[src/rtl/mem_arb_pkg.sv]
// Shared types for the two-port unified memory arbiter.
// Port and state encodings are used by mem_arbiter and mem_arb_pick.
package mem_arb_pkg;

  typedef enum logic [1:0] {
    IDLE,
    ACCESS,
    RESP
  } arb_state_t;

  typedef enum logic {
    PORT_C,
    PORT_D
  } arb_port_t;

  localparam arb_port_t MEM_ARB_RESET_LAST = PORT_D;

endpackage

[src/rtl/mem_arb_if.sv]
// Requester-side bus of the memory arbiter: one instance per port.
// master = requester (CPU or loader), slave = arbiter.
interface mem_arb_if #(
  parameter int DATA_W = 32,
  parameter int ADDR_W = 32
);
  logic              req;
  logic              we;
  logic              lock;
  logic [ADDR_W-1:0] addr;
  logic [DATA_W-1:0] wdata;
  logic              gnt;
  logic              ack;
  logic              err;
  logic [DATA_W-1:0] rdata;

  modport master (
    output req, we, lock, addr, wdata,
    input  gnt, ack, err, rdata
  );

  modport slave (
    input  req, we, lock, addr, wdata,
    output gnt, ack, err, rdata
  );
endinterface

[src/rtl/mem_arb_pick.sv]
// Two-way request pick. MEM_ARB_ROUND_ROBIN_EN selects round robin
// against the last granted port; otherwise C has fixed priority.
module mem_arb_pick
  import mem_arb_pkg::*;
(
  input  logic      c_req,
  input  logic      d_req,
  input  arb_port_t last,
  output arb_port_t winner
);

`ifdef MEM_ARB_ROUND_ROBIN_EN
  always_comb begin
    winner = PORT_C;
    unique case (1'b1)
      (c_req && d_req):
        winner = (last == PORT_C) ? PORT_D : PORT_C;
      (d_req && !c_req):
        winner = PORT_D;
      default:
        winner = PORT_C;
    endcase
  end
`else
  logic unused_last;

  assign unused_last = last;
  assign winner = (d_req && !c_req) ? PORT_D : PORT_C;
`endif

endmodule

[src/rtl/mem_arbiter.sv]
// Shares one single-port word memory between ports C and D.
// MEM_ARB_ROUND_ROBIN_EN enables round-robin on simultaneous requests.
module mem_arbiter
  import mem_arb_pkg::*;
#(
  parameter int DATA_W    = 32,
  parameter int ADDR_W    = 32,
  parameter int MEM_DEPTH = 129
) (
  input  logic              clk,
  input  logic              rst_n,
  mem_arb_if.slave          c,
  mem_arb_if.slave          d,
  output logic [ADDR_W-1:0] mem_addr,
  output logic [DATA_W-1:0] mem_wdata,
  output logic              mem_we,
  output logic              mem_re,
  input  logic [DATA_W-1:0] mem_rdata
);

  arb_state_t        state_q, state_d;
  arb_port_t         owner_q, last_q;
  arb_port_t         win, src;
  logic              load;
  logic              own_req;
  logic              we_q, lock_q, inr_q;
  logic [ADDR_W-1:0] addr_q;
  logic [DATA_W-1:0] wdata_q, rdata_q;
  logic              s_we, s_lock;
  logic [ADDR_W-1:0] s_addr;
  logic [DATA_W-1:0] s_wdata;
  logic              in_acc, in_resp;
  logic              c_own, c_ack_w, d_ack_w;

  mem_arb_pick u_pick (
    .c_req  (c.req),
    .d_req  (d.req),
    .last   (last_q),
    .winner (win)
  );

  assign own_req = (owner_q == PORT_C) ? c.req : d.req;

  always_comb begin
    state_d = state_q;
    load    = 1'b0;
    src     = win;
    unique case (state_q)
      IDLE: begin
        if (c.req || d.req) begin
          load    = 1'b1;
          state_d = ACCESS;
        end
      end
      ACCESS: state_d = RESP;
      RESP: begin
        src = owner_q;
        if (lock_q && own_req) begin
          load    = 1'b1;
          state_d = ACCESS;
        end else begin
          state_d = IDLE;
        end
      end
      default: state_d = IDLE;
    endcase
  end

  assign s_we    = (src == PORT_C) ? c.we    : d.we;
  assign s_lock  = (src == PORT_C) ? c.lock  : d.lock;
  assign s_addr  = (src == PORT_C) ? c.addr  : d.addr;
  assign s_wdata = (src == PORT_C) ? c.wdata : d.wdata;

  always_ff @(posedge clk or negedge rst_n) begin
    if (!rst_n) begin
      state_q <= IDLE;
      owner_q <= PORT_C;
      last_q  <= MEM_ARB_RESET_LAST;
      we_q    <= 1'b0;
      lock_q  <= 1'b0;
      inr_q   <= 1'b0;
      addr_q  <= '0;
      wdata_q <= '0;
      rdata_q <= '0;
    end else begin
      state_q <= state_d;
      if (load) begin
        owner_q <= src;
        last_q  <= src;
        we_q    <= s_we;
        lock_q  <= s_lock;
        inr_q   <= s_addr < ADDR_W'(MEM_DEPTH);
        addr_q  <= s_addr;
        wdata_q <= s_wdata;
      end
      if (state_q == ACCESS)
        rdata_q <= (!we_q && inr_q) ? mem_rdata : '0;
    end
  end

  // Everything the memory and requesters see is decoded from state
  assign in_acc  = (state_q == ACCESS);
  assign in_resp = (state_q == RESP);
  assign c_own   = (owner_q == PORT_C);
  assign c_ack_w = in_resp && c_own;
  assign d_ack_w = in_resp && !c_own;

  assign mem_addr  = addr_q;
  assign mem_wdata = wdata_q;
  assign mem_we    = in_acc && we_q && inr_q;
  assign mem_re    = in_acc && !we_q && inr_q;

  assign c.gnt   = in_acc && c_own;
  assign d.gnt   = in_acc && !c_own;
  assign c.ack   = c_ack_w;
  assign d.ack   = d_ack_w;
  assign c.err   = c_ack_w && !inr_q;
  assign d.err   = d_ack_w && !inr_q;
  assign c.rdata = c_ack_w ? rdata_q : '0;
  assign d.rdata = d_ack_w ? rdata_q : '0;

endmodule

[src/flat_wrapper.sv]
// flat-port wrapper written by rule: the top's interface ports become plain ports
module mem_arbiter_flat import mem_arb_pkg::*;
#(
  parameter int DATA_W    = 32,
  parameter int ADDR_W    = 32,
  parameter int MEM_DEPTH = 129
)
  (clk, rst_n, mem_addr, mem_wdata, mem_we, mem_re, mem_rdata, c_req, c_we, c_lock, c_addr, c_wdata, c_gnt, c_ack, c_err, c_rdata, d_req, d_we, d_lock, d_addr, d_wdata, d_gnt, d_ack, d_err, d_rdata);
  mem_arb_if #(.DATA_W(DATA_W), .ADDR_W(ADDR_W)) c_i ();
  mem_arb_if #(.DATA_W(DATA_W), .ADDR_W(ADDR_W)) d_i ();
  input  logic clk;
  input  logic rst_n;
  output logic [ADDR_W-1:0] mem_addr;
  output logic [DATA_W-1:0] mem_wdata;
  output logic mem_we;
  output logic mem_re;
  input  logic [DATA_W-1:0] mem_rdata;
  input wire logic [$bits(c_i.req)-1:0] c_req;
  input wire logic [$bits(c_i.we)-1:0] c_we;
  input wire logic [$bits(c_i.lock)-1:0] c_lock;
  input wire logic [$bits(c_i.addr)-1:0] c_addr;
  input wire logic [$bits(c_i.wdata)-1:0] c_wdata;
  output wire logic [$bits(c_i.gnt)-1:0] c_gnt;
  output wire logic [$bits(c_i.ack)-1:0] c_ack;
  output wire logic [$bits(c_i.err)-1:0] c_err;
  output wire logic [$bits(c_i.rdata)-1:0] c_rdata;
  input wire logic [$bits(d_i.req)-1:0] d_req;
  input wire logic [$bits(d_i.we)-1:0] d_we;
  input wire logic [$bits(d_i.lock)-1:0] d_lock;
  input wire logic [$bits(d_i.addr)-1:0] d_addr;
  input wire logic [$bits(d_i.wdata)-1:0] d_wdata;
  output wire logic [$bits(d_i.gnt)-1:0] d_gnt;
  output wire logic [$bits(d_i.ack)-1:0] d_ack;
  output wire logic [$bits(d_i.err)-1:0] d_err;
  output wire logic [$bits(d_i.rdata)-1:0] d_rdata;
  assign c_i.req = c_req;
  assign c_i.we = c_we;
  assign c_i.lock = c_lock;
  assign c_i.addr = c_addr;
  assign c_i.wdata = c_wdata;
  assign c_gnt = c_i.gnt;
  assign c_ack = c_i.ack;
  assign c_err = c_i.err;
  assign c_rdata = c_i.rdata;
  assign d_i.req = d_req;
  assign d_i.we = d_we;
  assign d_i.lock = d_lock;
  assign d_i.addr = d_addr;
  assign d_i.wdata = d_wdata;
  assign d_gnt = d_i.gnt;
  assign d_ack = d_i.ack;
  assign d_err = d_i.err;
  assign d_rdata = d_i.rdata;
  mem_arbiter #(.DATA_W(DATA_W), .ADDR_W(ADDR_W), .MEM_DEPTH(MEM_DEPTH)) u_core (.clk(clk), .rst_n(rst_n), .c(c_i), .d(d_i), .mem_addr(mem_addr), .mem_wdata(mem_wdata), .mem_we(mem_we), .mem_re(mem_re), .mem_rdata(mem_rdata));
endmodule
[config.mk]
export PLATFORM = sky130hd
export DESIGN_NAME = mem_arbiter_flat
export DESIGN_NICKNAME = d
export VERILOG_FILES = /design/src/rtl/mem_arb_pkg.sv /design/src/rtl/mem_arb_if.sv /design/src/rtl/mem_arb_pick.sv /design/src/rtl/mem_arbiter.sv /design/src/flat_wrapper.sv
export SDC_FILE = /design/constraint.sdc
export NUM_CORES = 1
export LEC_CHECK = 0
export BUFFER_PORTS_ARGS = -buffer_cell sky130_fd_sc_hd__buf_4
export CAP_MARGIN = 20
export CORE_AREA = 3 3 115 117
export CTS_CLUSTER_DIAMETER = 30
export DETAILED_ROUTE_END_ITERATION = 16
export DIE_AREA = 0 0 118 120
export HOLD_SLACK_MARGIN = 0.05
export PLACE_DENSITY = 0.75
export SYNTH_ARGS = -nofsm -noshare
export SYNTH_HDL_FRONTEND = slang
export SYNTH_SLANG_ARGS = --single-unit
[constraint.sdc]
create_clock -name clk -period 3.55 [get_ports clk]
set_input_delay 0 -clock clk [delete_from_list [all_inputs] [get_ports clk]]
set_output_delay 0 -clock clk [all_outputs]
set_load 0.005 [all_outputs]
==> flow_summary.toml, run 1 <==
[detailed_routing]
drt_iter0_drc = 405
routedWlPerCell_um = 19.0
vias_per_cell = 5.30
drtPass1Iterations = 5
drtAntennaViolNets = 0
wl_um = 21100
drcViolationCount = 0
num_vias = 5874

[layout]
nets = 1100
diodes = 0
area_delta_synth_final_pct = 83.7
drive_gt1_share_pct = 36.5
fillerInstances = 785

[yosys]
syn-cell-area_sq_um = 5140
synth-seq-area-share_pct = 49.6
yosys_warnings = 0
synth_top_area_cell = "dfrtp_1"
syn_area_per_cell_sq_um = 10.6
synthTopCellsByArea = "dfrtp_1 (50%), mux2i_1 (12%), and2_1 (7.8%), nor3_1 (6.1%), a21oi_1 (5.9%)"
synth_nets = 652
ys_seq_elements = 102
yosysTopAreaCellShare_pct = 49.6
synthCells = 484
ys_types = 37

[grt]
grt_antenna_before_repair = 0
grt_usage_pct = 28.9
grt-ovfl-total = 0
grt_pass1_vias = 6229
grt_pass1_wl_um = 32700
grt_max_degree = 62

[pwr]
p_leak_nw = 4.69
vdd.ir_drop.worst_uv = 396
p_total_mw = 5.61
powerDensity_nw_per_um2 = 594

[timing]
final_max_slew_viol_count = 0
period_share_pct = 86.5
worst_pin_slew_ns = 1.01
fmax_mhz = 326
fin_setup_tns_ns = 0
finClkSkew_ns = 0.00594
setup_violations = 0
hold_ws_ns = 0.0541
rsz0062_at_grt = "false"
slew_headroom_pct = 32.6
post-route-min-period_ns = 3.07
hold_viol = 0

[floorplan]
ioPinCount = 304
die_w_um = 118
core_area_sq_um = 12500
rows = 41
die_y_um = 120
dieArea_sq_um = 14200
initial_utilization_pct = 41.2

[cts]
worst_setup_hold_path_clk_slew_ns = 0.07
cts_root_buf = "clkbuf_16"
clkSinkCount = 102
cts-buffers-inserted = 9
cts_max_level = 3
insertion_delay_ns = 0.34
cts_tree = "yes"
clock_path_buffers = 2

[worst_setup_path]
cp-start-kind = "flip-flop"
worstPathArrival_ns = 3.23
r2r-start = "u_core.state_q[0]"
crit_path_top_delay_cell = "a21oi_4"
r2r-end = "u_core.mem_wdata[0]"
critPathMaxFanout = 22
crit_path_end = "u_core.mem_wdata[0]"
path_class = "flip-flop to flip-flop"
r2r_slack_ns = 0.48
crit_path_max_incr_delay_ns = 0.74
critPathLaunch = "u_core.state_q[0]"
reg2regPathDepth = 6
worstPathRequired_ns = 3.71
crit_chain = "nand2b_1 -> a21oi_4 -> buf_4 -> mux2i_1 -> dlygate4sd3_1 -> a21oi_1"
cp-end-kind = "flip-flop"

[placed_design]
dpl.hpwl_um = 13400
portBuffers = 303
place_congestion = 0.869

[worst_hold_path]
worst_hold_path_type = "input port to flip-flop"

[status]
outcome = "complete, no violations"

[job]
max_cap_violations = 0
what timing repair did:
action                                 4_1_cts  5_1_grt
setup endpoints to repair                    0        0
resized for setup                            0        0
endpoints found under the hold margin      200        0
hold buffers                               162        0
buffers inserted                             0        0
registers in the layout, indices dropped and copies added, names as in the netlist:
name              count
u_core.inr_q          1
u_core.mem_addr      32
u_core.rdata_q       32
u_core.we_q           1
u_core.state_q        2
u_core.lock_q         1
u_core.owner_q        1
u_core.mem_wdata     32
layout by cell type (no fill, tap or decap), drive strengths merged:
| cell type | n |
|---|---|
| a2111o | 1 |
| a2111oi | 1 |
| a21boi | 1 |
| a21oi | 62 |
| a22o | 32 |
| and2 | 64 |
| and3 | 1 |
| and3b | 1 |
| and4 | 1 |
| buf | 315 |
| bufinv | 3 |
| clkbuf | 9 |
| clkinv | 3 |
| clkinvlp | 1 |
| dfrtp | 102 |
| dlygate4sd3 | 162 |
| inv | 4 |
| mux2 | 10 |
| mux2i | 61 |
| nand2 | 4 |
| nand2b | 1 |
| nand3 | 2 |
| nand4 | 1 |
| nor2 | 7 |
| nor2b | 3 |
| nor3 | 63 |
| nor3b | 1 |
| nor4 | 11 |
| o2111ai | 1 |
| o211ai | 1 |
| o21a | 1 |
| o21ai | 2 |
| o41ai | 1 |
| or3b | 1 |
| or4 | 3 |
metal layers:
metal	up-vias	routed length [um]	track usage [%]
met5	-	0	0
met4	0	942	13.6
met3	73	1770	7.07
met2	338	10600	51.0
met1	2808	7780	33.1
li1	2655	-	-
logic make-up after synthesis:
| group | count (synthesis) | share of synthesized area [%] |
|---|---|---|
| buffers and inverters | 44 | 5.04 |
| muxes | 71 | 14.1 |
| DFF | 102 | 49.6 |
| AOI/OAI and AO/OA | 103 | 13.1 |
| and+or+nand+nor | 164 | 18.2 |
worst max-delay path: cells and delay by family, from the launching register on:
kind / cells / cell delay (ns)
mux: 1 / 0.27
simple gates: 1 / 0.28
buf+inv: 2 / 1.05
compound gates: 2 / 0.82
flops: 1 / 0.46
cell usage after synthesis (all sizes together):
cell type,instances
and2,64
a21oi,62
nand2,4
a2111o,1
a2111oi,1
a21boi,1
o21ai,2
a22o,32
clkbuf,22
nor3b,1
nor2b,3
nor3,63
nand2b,1
and3,1
nand4,1
inv,4
nor2,7
mux2i,61
and4,1
o211ai,1
or4,3
o2111ai,1
nor4,11
o21a,1
mux2,10
o41ai,1
and3b,1
or3b,1
dfrtp,102
buf,18
nand3,2
per-stage QoR:
stage               utilization [%]  instances  setup WS (ns)  cell area [sq um]
finish                         75.8       1109          0.479               9450
global route                   75.8       1109          0.315               9450
CTS                            75.8       1109          0.602               9450
detailed placement             60.1        931           1.07               7490
global placement               60.1        931           1.17               7490
floorplan                         -        484           1.74               5140
power by group:
group	leakage [nW]	internal [mW]	switching, mW	total [mW]
Combinational	3.29	1.35	1.30	2.65
Sequential	1.23	1.56	0.283	1.85
Clock	0.165	0.685	0.425	1.11
Total	4.69	3.60	2.01	5.61
final cells by class:
| class | count | area [sq um] | area share [%] |
|---|---|---|---|
| clock inverters | 7 | 113 | 1.19 |
| well taps | 172 | 215 | 2.28 |
| inverters | 4 | 15.0 | 0.159 |
| repair buffers | 477 | 3990 | 42.2 |
| clock buffers | 9 | 225 | 2.38 |
| flip-flops and latches | 102 | 2550 | 27.0 |
| multi-input cells | 338 | 2340 | 24.8 |
worst min-delay path by stage:
stage	startpoint	to	slack, ns	cells past startpoint
after floorplan	rst_n	u_core.inr_q	-0.30	0
after global placement	rst_n	u_core.rdata_q[3]	-0.12	1
after detailed placement	rst_n	u_core.rdata_q[9]	-0.11	1
after CTS	c_addr[21]	u_core.mem_addr[21]	0.05	3
after global routing	c_addr[6]	u_core.inr_q	0.06	4
final	c_addr[4]	u_core.inr_q	0.05	4
Note: power is estimated with default switching activity, not from simulation.
==> inputs of run 2 (changes only) <==
CORE_AREA = not set   (was 3 3 115 117)
CORE_MARGIN = 3   (was not set)
CORE_UTILIZATION = 35   (was not set)
DIE_AREA = not set   (was 0 0 118 120)
PLACE_DENSITY = 0.65   (was 0.75)
==> run 2 against run 1 <==
Against the previous run: global-route usage is 3.9 points lower; clock-buffer cell count is the same; critical endpoint is now u_core.mem_addr[9]; highest routed layer unchanged; largest power group unchanged; worst setup slack gained 0.033 ns.
==> flow_summary.toml, run 2 (same netlist as run 1, synthesis figures left out) <==
[status]
outcome = "complete, no violations"

[cts]
clock_path_buffers = 2
ctsHoldBuffers = 166
postCtsSetupBuffers = 0
clkSinkCount = 102
ctsResizeCount = 0
worst_setup_hold_path_clk_slew_ns = 0.07
insertion_delay_ns = 0.34
cts_max_level = 3
cts_root_buf = "clkbuf_16"
cts-buffers-inserted = 9
cts_tree = "yes"

[detailed_routing]
drtPass1Iterations = 5
drt_iter0_drc = 281
num_vias = 5788
drtAntennaViolNets = 0
vias_per_cell = 5.16
wl_um = 20800
drcViolationCount = 0
routedWlPerCell_um = 18.5

[placed_design]
dp_worst_setup_slack_ns = 1.09
dp_cells = 938
placed_cell_area_sq_um = 7490
dpl.hpwl_um = 13300
portBuffers = 303
place_congestion = 0.907

[worst_setup_path]
crit_path_max_incr_delay_ns = 0.78
crit_path_top_delay_cell = "a21oi_4"
crit_chain = "nand2b_1 -> a21oi_4 -> buf_4 -> mux2i_1 -> dlygate4sd3_1 -> a21oi_1"
cp-end-kind = "flip-flop"
worstPathArrival_ns = 3.22
cp-start-kind = "flip-flop"
worstPathRequired_ns = 3.73
path_class = "flip-flop to flip-flop"
critPathMaxFanout = 24

[layout]
area_delta_synth_final_pct = 85.3
final_cell_mix = "buf_4 (314), dlygate4sd3_1 (167), dfrtp_1 (102)"
final_util_pct = 67.3
final_common_cell = "buf_4"
design_area_sq_um = 9530
fillerInstances = 1046
drive_gt1_share_pct = 36.4
nets = 1105
finalNonFillerCells = 1122
diodes = 0

[timing]
finClkSkew_ns = 0.00871
rsz0062_at_grt = "false"
period_share_pct = 85.6
post-route-min-period_ns = 3.04
fmax_mhz = 329
hold_ws_ns = 0.0639
hold_viol = 0
setup_ws_ns = 0.511
fin_setup_tns_ns = 0
final_max_slew_viol_count = 0
setup_violations = 0
worst_pin_slew_ns = 1.02
slew_headroom_pct = 31.8

[grt]
grt_max_degree = 78
grt_usage_pct = 25.0
grt_pass1_vias = 6168
grt_pass1_wl_um = 32200
grt-ovfl-total = 0
grt_antenna_before_repair = 0

[floorplan]
die_y_um = 127
initial_utilization_pct = 36.3
ioPinCount = 304
die_w_um = 127
core_area_sq_um = 14100
rows = 43
dieArea_sq_um = 16200

[worst_hold_path]
worst_hold_path_type = "input port to flip-flop"

[job]
max_cap_violations = 0

[pwr]
p_leak_nw = 4.72
powerDensity_nw_per_um2 = 586
vdd.ir_drop.worst_uv = 375
p_total_mw = 5.58
## run 2: path summary, 6_finish.rpt
check,from,slack (ns),to,cells after the start
min in group asynchronous,rst_n,0.57,u_core.rdata_q[13],3
worst min-delay path,d_req,0.06,u_core.lock_q,5
worst min register to register,u_core.mem_addr[14],0.51,u_core.mem_addr[14],1
worst max-delay path,u_core.state_q[0],0.51,u_core.mem_addr[9],6
worst max register to register,u_core.state_q[0],0.51,u_core.mem_addr[9],6
max in group asynchronous,rst_n,2.03,u_core.mem_addr[18],5
## run 2: final cells by class
cell class,instances,area (sq um),share of cell area [%]
repair buffers,482,4060,42.6
clock buffers,9,225,2.36
clock inverters,7,113,1.18
flip-flops and latches,102,2550,26.8
multi-input cells,338,2340,24.6
inverters,4,15.0,0.158
well taps,180,225,2.36
## run 2: critical path, delay by kind of cell, from the launching register on
family          cells  cell delay, ns
buf+inv             2            0.99
compound gates      2            0.84
flops               1            0.46
simple gates        1            0.30
mux                 1            0.27
## run 2: report_power, final
part / leakage [nW] / switching (mW) / internal (mW)
registers: 1.23 / 0.267 / 1.56
logic: 3.32 / 1.28 / 1.36
clock network: 0.165 / 0.430 / 0.685
total: 4.72 / 1.98 / 3.61
## run 2: per-layer routing
metal / up-vias / track usage, % / share of wire, %
met3: 52 / 6.06 / 7.6
met5: - / 0 / 0
met1: 2795 / 28.1 / 38
met4: 0 / 10.2 / 3.1
met2: 289 / 45.2 / 51
li1: 2652 / - / -
